[src/rtl/add8_stream_accum.sv]
// Purpose: sums GROUP operands (or fewer, closed by in_last) mod 2^WIDTH and counts carry-outs.
// Latency: result registered, valid exactly one cycle after the closing operand is accepted.
// Backpressure: a held result stalls input; a new group may start in the cycle the result retires.
module add8_stream_accum #(
    parameter int WIDTH = 8,
    parameter int GROUP = 4,
    parameter int CW    = 4
) (
    input  logic                       clk,
    input  logic                       rst_n,
    input  logic                       in_valid,
    output logic                       in_ready,
    input  logic [WIDTH-1:0]           in_data,
    input  logic                       in_last,
    output logic                       out_valid,
    input  logic                       out_ready,
    output logic [WIDTH-1:0]           out_sum,
    output logic [CW-1:0]              out_carries,
    output logic [$clog2(GROUP+1)-1:0] out_count
);

    localparam int CNTW = $clog2(GROUP + 1);

    typedef enum logic {ACC, HOLD} state_t;

    state_t          state;
    logic [WIDTH-1:0] acc;
    logic [CNTW-1:0]  cnt;
    logic [CW-1:0]    carries;

    logic             accept;
    logic             close;
    logic [WIDTH:0]   sum_ext;
    logic [WIDTH-1:0] nxt_acc;
    logic [CW-1:0]    nxt_carries;
    logic [CNTW-1:0]  nxt_cnt;

    assign in_ready = (state == ACC) || out_ready;
    assign accept   = in_valid && in_ready;
    assign close    = accept && (in_last || (cnt == CNTW'(GROUP - 1)));
    assign sum_ext  = {1'b0, acc} + {1'b0, in_data};
    assign nxt_cnt  = cnt + CNTW'(1);

    // First operand of a group loads directly; the carry counter sticks at all-ones.
    always_comb begin
        nxt_acc     = sum_ext[WIDTH-1:0];
        nxt_carries = carries;
        if (cnt == '0) begin
            nxt_acc     = in_data;
            nxt_carries = '0;
        end else if (sum_ext[WIDTH] && (carries != {CW{1'b1}})) begin
            nxt_carries = carries + CW'(1);
        end
    end

    always_ff @(posedge clk) begin
        if (!rst_n) begin
            state       <= ACC;
            acc         <= '0;
            cnt         <= '0;
            carries     <= '0;
            out_valid   <= 1'b0;
            out_sum     <= '0;
            out_carries <= '0;
            out_count   <= '0;
        end else begin
            if ((state == HOLD) && out_ready) begin
                state     <= ACC;
                out_valid <= 1'b0;
            end
            if (accept) begin
                acc     <= nxt_acc;
                carries <= nxt_carries;
                if (close) begin
                    cnt         <= '0;
                    state       <= HOLD;
                    out_valid   <= 1'b1;
                    out_sum     <= nxt_acc;
                    out_carries <= nxt_carries;
                    out_count   <= nxt_cnt;
                end else begin
                    cnt <= nxt_cnt;
                end
            end
        end
    end

endmodule

[config.mk]
export PLATFORM = sky130hd
export DESIGN_NAME = add8_stream_accum
export DESIGN_NICKNAME = d
export VERILOG_FILES = /design/src/rtl/add8_stream_accum.sv
export SDC_FILE = /design/constraint.sdc
export NUM_CORES = 1
export LEC_CHECK = 0
export CORE_UTILIZATION = 52
export DETAILED_ROUTE_END_ITERATION = 10
export PLACE_DENSITY = 0.82
export SYNTH_ARGS = -nofsm -noshare
export SYNTH_HDL_FRONTEND = slang
export SYNTH_SLANG_ARGS = --single-unit
[constraint.sdc]
create_clock -name clk -period 3.15 [get_ports clk]
set_input_delay 0.945 -clock clk [delete_from_list [all_inputs] [get_ports clk]]
set_output_delay 0.945 -clock clk [all_outputs]
set_load 0.01 [all_outputs]
==> flow_summary.json <==
{
  "cts_tree": "done",
  "cts_hold_buffers": 0,
  "internal_power_mw": 0.6516,
  "yosys.area.top_type": "dfxtp_1",
  "antenna_found_initial": 0,
  "clock_latency_ns": 0.33,
  "synthTopCellsByCount": "32 x dfxtp_1, 23 x o21ai_0, 20 x nand2_1",
  "finalSetupViolCount": 0,
  "synth-edff-count": 0,
  "ys_types": 40,
  "htreeDepth": 2,
  "io_pins": 30,
  "cts.repair.resized": 0,
  "required_ns": 2.20,
  "finalPower_mw": 0.9437,
  "die_w_um": 59.92,
  "slew_viol_final": 0,
  "hpwl_um": 2833,
  "switching_share": 0.3095,
  "rr_endpoint": "carries[3]",
  "final.setup.worst_slack_ns": 0.09326,
  "syn-cell-area_um2": 1744,
  "tightest_slew_ns": 0.8800,
  "ff2ff_path_depth": 8,
  "fin_area_um2": 2188,
  "synth_flop_cell": "dfxtp_1",
  "r2r_start": "acc[0]",
  "start_util": 0.5576,
  "p_leak_nw": 0.8602,
  "p_per_area_nw_per_um2": 431.2,
  "min_path_type": "flip-flop to flip-flop",
  "diodes": 0,
  "endpoint": "in_ready",
  "p_clk_frac": 0.261,
  "clockRootBuffer": "clkbuf_4",
  "drtIter0Drc": 50,
  "r2r_slack_ns": 0.92,
  "finalHoldViolations": 0,
  "p_sw_mw": 0.2921,
  "async_flop_share": 0,
  "synth-seq-cells": 32,
  "fin_nets": 271,
  "clk_path_buf_depth": 2,
  "clock_sinks": 32,
  "nFillCells": 264,
  "syn_inst": 209,
  "fmax_ghz": 0.3271,
  "grt_pass1_wl_um": 6486,
  "drive_above_1_share": 0.08943,
  "synth.avg_cell_area_um2": 8.345,
  "status": "finished clean",
  "peakVddDrop_uv": 333.7,
  "arrival_ns": 2.11,
  "yosysSeqAreaShare": 0.3673,
  "detail_route.wl_per_cell_um": 13.33,
  "num_rows": 20,
  "ys_warn_count": 0,
  "dieHeight_um": 59.92,
  "yosys-top-cells-area": "dfxtp_1 37%, ha_1 8.6%, o21ai_0 6.6%",
  "vias": 1638,
  "via_per_inst": 5.648,
  "fin_crit_ns": 3.057,
  "dr.pass1.iters": 4,
  "cp_max_fo": 5,
  "critPathLaunch": "out_ready",
  "die_area_um2": 3590,
  "netlist.area_leader.share": 0.3673,
  "clock_skew_ns": 0.01559,
  "rsz0062_at_grt": "false",
  "placed_cell_area_um2": 2127,
  "post_cts_buffers": 0,
  "drv_cap": 0,
  "finalHoldWorstSlack_ns": 0.4571,
  "comb_power_share": 0.267,
  "io_buffers": 29,
  "drc": 0,
  "clkSlewWorstSetupHoldPaths_ns": 0.09,
  "cp-start-kind": "primary input",
  "end_kind": "primary output",
  "yosysMostFrequentCell": "dfxtp_1",
  "grt_overflow_total": 0,
  "synth.net_count": 235,
  "drtAntennaViolNets": 0,
  "fin_crit_sh": 0.9704,
  "cts_inserted_buffers": 5,
  "drt_wl_total_um": 3866,
  "crit_type": "primary input to primary output",
  "grt_use_total": 0.2437,
  "first_global_vias": 1469,
  "area_delta_synth_final_pct": 25.47,
  "gp_congestion": 0.8027,
  "core_area_um2": 3128,
  "slew-limit-headroom": 0.4121,
  "grt_max_degree": 23,
  "fin_tns_setup_ns": 0,
  "dp_slack_ns": -0.1351,
  "pwr-share-seq": 0.472
}
## cells in the final DEF, fill, tap and decap left out, types with 2 or more instances in the layout
master	netlist	layout
o211ai_1	4	4
a21o_1	3	3
mux2i_1	3	3
and2_1	2	2
nand4_1	2	2
nor3b_1	2	2
xor2_1	2	2
clkinv_2	0	2
o31ai_1	2	2
inv_1	7	7
o21a_1	2	2
a21oi_1	14	14
nand2_1	20	20
or3_1	3	3
a211oi_1	12	12
dfxtp_1	32	32
xnor2_1	2	2
clkdlybuf4s50_1	0	29
nand4b_1	2	2
or4_1	3	3
buf_4	0	10
nor2b_1	2	2
nand3_1	7	7
o21ai_0	23	23
nor2_1	16	16
a31oi_1	7	7
clkbuf_4	0	5
ha_1	12	12
## critical path, stage by stage
cell and delay [ns]:
clkdlybuf4s50_1 0.46, nand2b_2 0.16, clkdlybuf4s50_1 0.54
## layer usage
layer	vias to the layer above	track usage	wire length (um)	share of wire
li1	843	-	-	-
met1	741	0.3045	1832	0.47
met2	48	0.4048	1860	0.48
met3	6	0.05195	129	0.033
met4	0	0.09967	44	0.011
met5	-	0	0	0
## cell families (layout without fill, tap and decap cells)
kind of cell               Yosys count  in the layout  synth area share
AOI/OAI and AO/OA                   75             75            0.2769
xor gates and xnor gates             4              4           0.02009
adders and majority gates           13             13           0.09756
buffers and inverters               18             55           0.03874
DFF                                 32             32            0.3673
muxes                                3              3           0.01722
and+or+nand+nor                     64             64            0.1822
## stage by stage
| stage | util | cells |
|---|---|---|
| detailed placement | 0.6800 | 282 |
| CTS | 0.6996 | 290 |
| floorplan | - | 209 |
| global route | 0.6996 | 290 |
| global placement | 0.6800 | 282 |
| finish | 0.6996 | 290 |
## worst min-delay path by stage
stage,start,to,cells past startpoint
after detailed placement,out_carries[1],out_carries[1],2
after global routing,out_count[1],out_count[1],2
after global placement,out_carries[1],out_carries[1],2
after CTS,out_carries[1],out_carries[1],2
final,out_carries[1],out_carries[1],2
after floorplan,acc[7],acc[7],2
## power groups by stage
| stage | clock network [mW] | registers [mW] | logic, mW |
|---|---|---|---|
| after global placement | 0 | 0.454 | 0.247 |
| after CTS | 0.251 | 0.445 | 0.252 |
| after floorplan | 0 | 0.457 | 0.161 |
| final | 0.246 | 0.445 | 0.252 |
| after detailed placement | 0 | 0.454 | 0.250 |
| after global routing | 0.273 | 0.448 | 0.283 |
## cell type report
cell class                      count  area, um2  share of cell area
Sequential cell                    32      640.6              0.2927
Multi-Input combinational cell    159       1036              0.4734
Clock inverter                      2      10.01            0.004574
Tap cell                           44      55.05             0.02516
Inverter                            8      30.03             0.01372
Clock buffer                        6      51.30             0.02344
Timing Repair Buffer               39      365.4              0.1670
## sequential cells by signal (all words and copies together) (netlist names)
register and flops:
acc 8, out_sum 8, carries 4, out_carries 4, cnt 3, out_count 3
out_valid 1, state 1
(Power assumes the default switching activity.)
